<file path="src/rtl/hs4_bd_sender.sv">
// Clocked sender for a 4-phase return-to-zero bundled-data handshake into a
// Muller C-element pipeline; ack_in is synchronized before any decision.
module hs4_bd_sender #(
    parameter int DATA_W      = 8,
    parameter int SYNC_STAGES = 2,
    parameter int SETUP_CYC   = 1,
    parameter int TIMEOUT_CYC = 1024,
    parameter int CNT_W       = 16
) (
    input  logic              clk,
    input  logic              rst,
    input  logic              in_valid,
    input  logic [DATA_W-1:0] in_data,
    output logic              in_ready,
    output logic              req_out,
    output logic [DATA_W-1:0] data_out,
    input  logic              ack_in,
    output logic              busy,
    output logic [CNT_W-1:0]  tx_count,
    output logic              err_timeout
);

    localparam int SET_W = $clog2(SETUP_CYC + 1);
    localparam int TO_W  = (TIMEOUT_CYC > 0) ? $clog2(TIMEOUT_CYC + 1) : 1;

    // state   | meaning
    // IDLE    | no transfer, accepts a word when ack_s is low
    // SETUP   | data_out driven, counting bundling delay, req_out low
    // WAIT_HI | req_out high, waiting for ack_s to rise
    // WAIT_LO | req_out low again, waiting for ack_s to return to zero
    typedef enum logic [1:0] {IDLE, SETUP, WAIT_HI, WAIT_LO} state_t;

    state_t             state_q, state_d;
    logic [SYNC_STAGES-1:0] sync_q, sync_d;
    logic               req_q, req_d;
    logic [DATA_W-1:0]  data_q, data_d;
    logic [SET_W-1:0]   set_cnt_q, set_cnt_d;
    logic [TO_W-1:0]    to_cnt_q, to_cnt_d;
    logic               err_q, err_d;
    logic [CNT_W-1:0]   cnt_q, cnt_d;
    logic               ack_s;
    logic               to_tick;

    assign ack_s = sync_q[SYNC_STAGES-1];

    always_comb begin
        state_d   = state_q;
        sync_d    = {sync_q[SYNC_STAGES-2:0], ack_in};
        req_d     = req_q;
        data_d    = data_q;
        set_cnt_d = set_cnt_q;
        to_cnt_d  = to_cnt_q;
        err_d     = err_q;
        cnt_d     = cnt_q;
        to_tick   = 1'b0;
        case (state_q)
            IDLE: begin
                if (in_valid && !ack_s) begin
                    data_d    = in_data;
                    set_cnt_d = SET_W'(SETUP_CYC);
                    state_d   = SETUP;
                end
            end
            SETUP: begin
                if (set_cnt_q == '0) begin
                    req_d    = 1'b1;
                    to_cnt_d = TO_W'(TIMEOUT_CYC);
                    state_d  = WAIT_HI;
                end else begin
                    set_cnt_d = set_cnt_q - SET_W'(1);
                end
            end
            WAIT_HI: begin
                if (ack_s) begin
                    req_d    = 1'b0;
                    to_cnt_d = TO_W'(TIMEOUT_CYC);
                    state_d  = WAIT_LO;
                end else begin
                    to_tick = 1'b1;
                end
            end
            WAIT_LO: begin
                if (!ack_s) begin
                    cnt_d    = cnt_q + CNT_W'(1);
                    to_cnt_d = '0;
                    state_d  = IDLE;
                end else begin
                    to_tick = 1'b1;
                end
            end
            default: state_d = IDLE;
        endcase
        // Down-counter parks at zero once expired; the flag is sticky and the
        // handshake keeps waiting because req_out may not be withdrawn early.
        if (TIMEOUT_CYC > 0 && to_tick && to_cnt_q != '0) begin
            to_cnt_d = to_cnt_q - TO_W'(1);
            if (to_cnt_q == TO_W'(1)) err_d = 1'b1;
        end
    end

    always_ff @(posedge clk or negedge rst) begin
        if (!rst) begin
            state_q   <= IDLE;
            sync_q    <= '0;
            req_q     <= 1'b0;
            data_q    <= '0;
            set_cnt_q <= '0;
            to_cnt_q  <= '0;
            err_q     <= 1'b0;
            cnt_q     <= '0;
        end else begin
            state_q   <= state_d;
            sync_q    <= sync_d;
            req_q     <= req_d;
            data_q    <= data_d;
            set_cnt_q <= set_cnt_d;
            to_cnt_q  <= to_cnt_d;
            err_q     <= err_d;
            cnt_q     <= cnt_d;
        end
    end

    // Gated by rst so every output reads low while reset is held.
    assign in_ready    = rst && (state_q == IDLE) && !ack_s;
    assign busy        = (state_q != IDLE);
    assign req_out     = req_q;
    assign data_out    = data_q;
    assign tx_count    = cnt_q;
    assign err_timeout = err_q;

endmodule
</file>
<file path="config.mk">
export PLATFORM = sky130hd
export DESIGN_NAME = hs4_bd_sender
export DESIGN_NICKNAME = d
export VERILOG_FILES = /design/src/rtl/hs4_bd_sender.sv
export SDC_FILE = /design/constraint.sdc
export NUM_CORES = 1
export LEC_CHECK = 0
export ABC_AREA = 1
export BUFFER_PORTS_ARGS = -buffer_cell sky130_fd_sc_hd__buf_2
export CORE_MARGIN = 10
export CORE_UTILIZATION = 55
export DETAILED_ROUTE_END_ITERATION = 12
export PLACE_DENSITY = 0.81
export SYNTH_ARGS = -nofsm -noshare
export SYNTH_HDL_FRONTEND = slang
export SYNTH_SLANG_ARGS = --single-unit
</file>
<file path="constraint.sdc">
create_clock -name clk -period 2.6 [get_ports clk]
set_input_delay 0.52 -clock clk [delete_from_list [all_inputs] [get_ports clk]]
set_output_delay 0.52 -clock clk [all_outputs]
set_load 0.01 [all_outputs]
</file>
# Yosys cells after proc, flatten, opt, wreduce, memory -nomap -nowiden
# Cells that the tools add are included.
dict set report word_totals {
  out_inout_bits 28
  ff_bits 42
  wordCells 60
  input_bits 12
}
dict set report op_classes {
  addsub 3
  n_reduce_logical 18
  n_bitwise 1
  n_eq_ne 11
  mux 19
}
# cell n
set ops {}
lappend ops {{11-bit two-way mux} 4}
lappend ops {{11-bit case mux with 3 select lines} 1}
lappend ops {{16-bit by 1-bit adder with 16-bit output, second input constant} 1}
lappend ops {{11-bit by 1-bit == test with 1-bit output, second input constant} 1}
lappend ops {{11-bit nonzero test} 1}
lappend ops {{11-bit by 1-bit subtractor with 11-bit output, second input constant} 1}
lappend ops {{3-bit != test, second input constant} 3}
lappend ops {{2-bit two-way mux} 4}
lappend ops {{2-bit != test, second input constant} 4}
lappend ops {{2-bit case mux with 4 select lines} 1}
lappend ops {{2-bit AND reduction} 4}
lappend ops {{4-bit AND reduction} 2}
lappend ops {{1-bit two-way mux} 6}
lappend ops {{1-bit case mux with 2 select lines} 3}
lappend ops {{2-bit nonzero test} 3}
lappend ops {{2-bit == test, second input constant} 2}
lappend ops {{1-bit logical AND} 4}
lappend ops {{4-bit nonzero test} 1}
lappend ops {{3-bit AND reduction} 1}
lappend ops {{2-bit by 1-bit == test with 1-bit output, second input constant} 1}
lappend ops {{2-bit logical NOT} 1}
lappend ops {{1-bit logical NOT} 1}
lappend ops {{1-bit inverter} 1}
lappend ops {{1-bit subtractor, second input constant} 1}

# Depth between registers and ports, before layout
dict set report depth {
  ltp_word 5
  depth_mapped 11
}

# Worst setup path before layout
# OpenSTA, ideal clock, no wires.
dict set report synth_path {
  path_type {register -> register}
  startpoint {register state_q[0]}
  endpoint {register to_cnt_q[6]}
  n_path_buf 1
  synth_period_minus_slack_ps 1529
  path_stages_with_launch 12
  t_required_ps 2484
  slack_ps 1071
  arrival_time_ps 1413
  path_cell_list {dfrtp_1 -> inv_1 -> ha_1 -> inv_1 -> nor2_1 -> o21bai_2 -> nand2_4 -> nand2_4 -> nand2_2 -> buf_6 -> nand2_1 -> nand2_1}
}
dict set report synth_via {
  elab_chain_cells 5
}
# item line
set synth_rtl {}
lappend synth_rtl {{start, declared} 33} ;# state_t state_q, state_d;
lappend synth_rtl {{start signal, assigned} 112} ;# state_q <= state_d;
lappend synth_rtl {{2-bit == test} 56} ;# case (state_q)
lappend synth_rtl {{1-bit case mux with 2 select lines} 56}
lappend synth_rtl {{1-bit logical AND} 95} ;# if (TIMEOUT_CYC > 0 && to_tick && to_cnt_q != '0) begin
lappend synth_rtl {{3-bit != test (no source line) or 4-bit nonzero test (tied branches)} n/a}
lappend synth_rtl {{4-bit AND reduction (no source line)} n/a}
lappend synth_rtl {{end signal, assigned} 117} ;# to_cnt_q <= to_cnt_d;
lappend synth_rtl {{end, declared} 38} ;# logic [TO_W-1:0] to_cnt_q, to_cnt_d;
# Parallel ways exist; a longest one is shown, timed or not.
# A chain may end at the register's enable or synchronous reset.

# Worst setup path in the final report
dict set report layout_path {
  startpoint {register state_q[0]}
  endpoint {output port in_ready}
}
dict set report layout_via {
  elab_chain_cells 3
}
# item line
set layout_rtl {}
lappend layout_rtl {{2-bit logical NOT} 124} ;# assign in_ready = rst && (state_q == IDLE) && !ack_s;
lappend layout_rtl {{1-bit logical AND (2 in a row)} 124}
lappend layout_rtl {{end, declared} 14} ;# output logic in_ready,
# No other way between the ends.

==> impl_metrics.json <==
{
  "via_per_inst": 4.913,
  "cts_setup_buffers": 0,
  "min_path_type": "input pin to asynchronous set/reset pin",
  "path_clk_slew_ns": 0.08,
  "grt_setup_unrepaired": "false",
  "synth-edff-count": 0,
  "drtIter0Drc": 83,
  "pre_cts_ws_ns": 0.8212,
  "path_cells": "inv_1 -> ha_1 -> nand2_1 -> nor2_1 -> buf_2",
  "hpwl_mm": 3.344,
  "drive_above_1_share": 0.2568,
  "hold_violations": 0,
  "timing.fmax_mhz": 534.6,
  "crit_slowest_cell": "dfrtp_1",
  "tightest_slew_ns": 0.5099,
  "crit_path_start": "state_q[0]",
  "cap_viol_max_count": 0,
  "ctsHoldBuffers": 0,
  "seq_area_frac_synth": 0.4773,
  "ys_seq_elements": 42,
  "synthArstFlopShare": 1.000,
  "synth_top_area_share": 0.4773,
  "yosysUniqueCellTypes": 31,
  "start_util": 0.5839,
  "synth_area_per_cell_um2": 8.808,
  "overflow": 0,
  "fp.dieW_um": 83.28,
  "wirelength_mm": 4.320,
  "fin_crit_sh": 0.7194,
  "first_global_vias": 1790,
  "clockRootBuffer": "clkbuf_8",
  "crit_buf_inv": 2,
  "core.rowCount": 22,
  "clock-sinks": 42,
  "num_vias": 1690,
  "power_density_nw_per_um2": 1109,
  "setup.worst_path.end_class": "output pin",
  "wl_met3_um": 125,
  "clock_path_buffers": 2,
  "r2r_start": "state_q[0]",
  "ys.flop_type": "dfrtp_1",
  "grt_max_degree": 43,
  "hold_ws_ns": 0.2847,
  "insertion_delay_ns": 0.29,
  "startpoint_type": "flop",
  "required_ns": 2.08,
  "numCtsBuffers": 5,
  "antenna_cells": 0,
  "status": "completed",
  "yosys_warnings": 0,
  "cts_resized": 0,
  "yosysTopAreaCell": "dfrtp_1",
  "drt-met1-wl_mm": 1.904,
  "cp.arrival_ns": 1.35,
  "critPathKind": "flop to output pin",
  "track_usage": 0.1294,
  "top_layer": "met4",
  "synth_commonest_cells": "nand2_1 (66), dfrtp_1 (42), inv_1 (30)",
  "final_cell_area_um2": 2589,
  "crit_family": "flip-flops",
  "fillers": 302,
  "setup_tns_ns": 0,
  "leakagePower_nw": 1.421,
  "drc_errors": 0,
  "finalCriticalPeriod_ns": 1.870,
  "die-area_um2": 6935,
  "port_buffers": 39,
  "netlist_area_um2": 2202,
  "ioPinCount": 40,
  "grt_antenna_before_repair": 0,
  "htreeDepth": 2,
  "syn2layout_area_growth_pct": 17.56,
  "met2WireLength_mm": 2.222,
  "post_drt_wl_per_cell_um": 12.56,
  "critPathMaxFanout": 4,
  "die_h_um": 83.28,
  "first_pass_iters": 4,
  "slew_headroom": 0.6601,
  "slowest_delay_ns": 0.41,
  "placed_cell_area_um2": 2446,
  "place.gp.congestion": 0.7858,
  "core_region_area_um2": 3771,
  "finalWorstSetupSlack_ns": 0.7296,
  "post-synth-top-count-cell": "nand2_1",
  "grt_pass1_wl_mm": 7.631,
  "synth_area_leaders": "dfrtp_1 (48%), nand2_1 (11%), xor2_1 (5.6%), inv_1 (5.1%), ha_1 (4.5%)",
  "skew_ns": 0.003347,
  "ant_nets": 0,
  "nets": 315,
  "synth_cells": 250,
  "ir_drop_v": 0.0006545,
  "cts_tree": "yes",
  "final_max_slew_viol_count": 0,
  "finalSetupViolCount": 0,
  "syn_nets": 270
}
stage by stage:
step,std cells,util,power (W)
global placement,336,0.6486,0.002221
detailed placement,336,0.6486,0.002264
finish,344,0.6865,0.002871
CTS,344,0.6865,0.002904
floorplan,250,-,0.001960
global route,344,0.6865,0.003117
layout by cell type, fill, tap and decap left out, types with 2 or more instances in the layout:
master / n
nand3_1: 14
nor3_1: 2
dfrtp_1: 42
nor2_2: 3
nor2_1: 26
xor2_1: 14
nand2_1: 66
nand2_2: 5
mux2_2: 8
nand2_4: 2
bufinv_16: 2
ha_1: 8
nor3_2: 2
inv_2: 2
o21bai_1: 2
a22oi_1: 2
o21ai_1: 2
buf_2: 39
xnor2_1: 3
a21oi_1: 3
inv_1: 30
a21oi_2: 2
nand3b_1: 2
clkbuf_8: 6
final cells by class:
cell class              count  area, um2  area share
multi-input cells         174       1012      0.3910
repair buffers             40      202.7     0.07830
well taps                  48      60.06     0.02320
clock buffers               6      82.58     0.03190
flip-flops and latches     42       1051      0.4060
inverters                  32      120.1     0.04640
clock inverters             2      60.06     0.02320
flip-flops by register name, indices dropped and copies added (netlist names):
signal / flops
req_out: 1
state_q: 2
set_cnt_q: 1
to_cnt_q: 11
data_out: 8
sync_q: 2
tx_count: 16
err_timeout: 1
final timing paths:
check	end	slack [ns]	cells past startpoint
max reg2reg	to_cnt_q[10]	0.82	10
min reg2reg	sync_q[1]	0.36	0
max	in_ready	0.73	5
max in group asynchronous	data_out[6]	1.96	2
min in group clk	sync_q[0]	0.33	1
min	set_cnt_q	0.28	2
kinds of logic (layout without fill, tap and decap cells):
family | count (synthesis) | count (layout) | synth area share
XOR/XNOR | 17 | 17 | 0.06762
flip-flops | 42 | 42 | 0.4773
multiplexers | 8 | 8 | 0.04091
AO/OA/AOI/OAI | 15 | 15 | 0.04829
adder cells (fa/ha/maj) | 8 | 8 | 0.04546
buffers and inverters | 34 | 80 | 0.06307
AND/OR/NAND/NOR | 126 | 126 | 0.2574
routing by layer:
layer / track usage / vias to the layer above
met3: 0.03711 / 5
li1: - / 863
met5: 0 / -
met4: 0.06000 / 0
met1: 0.1420 / 798
met2: 0.2235 / 24
power by group:
group	internal (W)	switching (W)	leakage (nW)
Clock	0.000409	0.000221	0.0714
Sequential	0.000845	0.000143	0.546
Combinational	0.000494	0.000760	0.803
No activity file was read; power rests on OpenSTA's default activity.
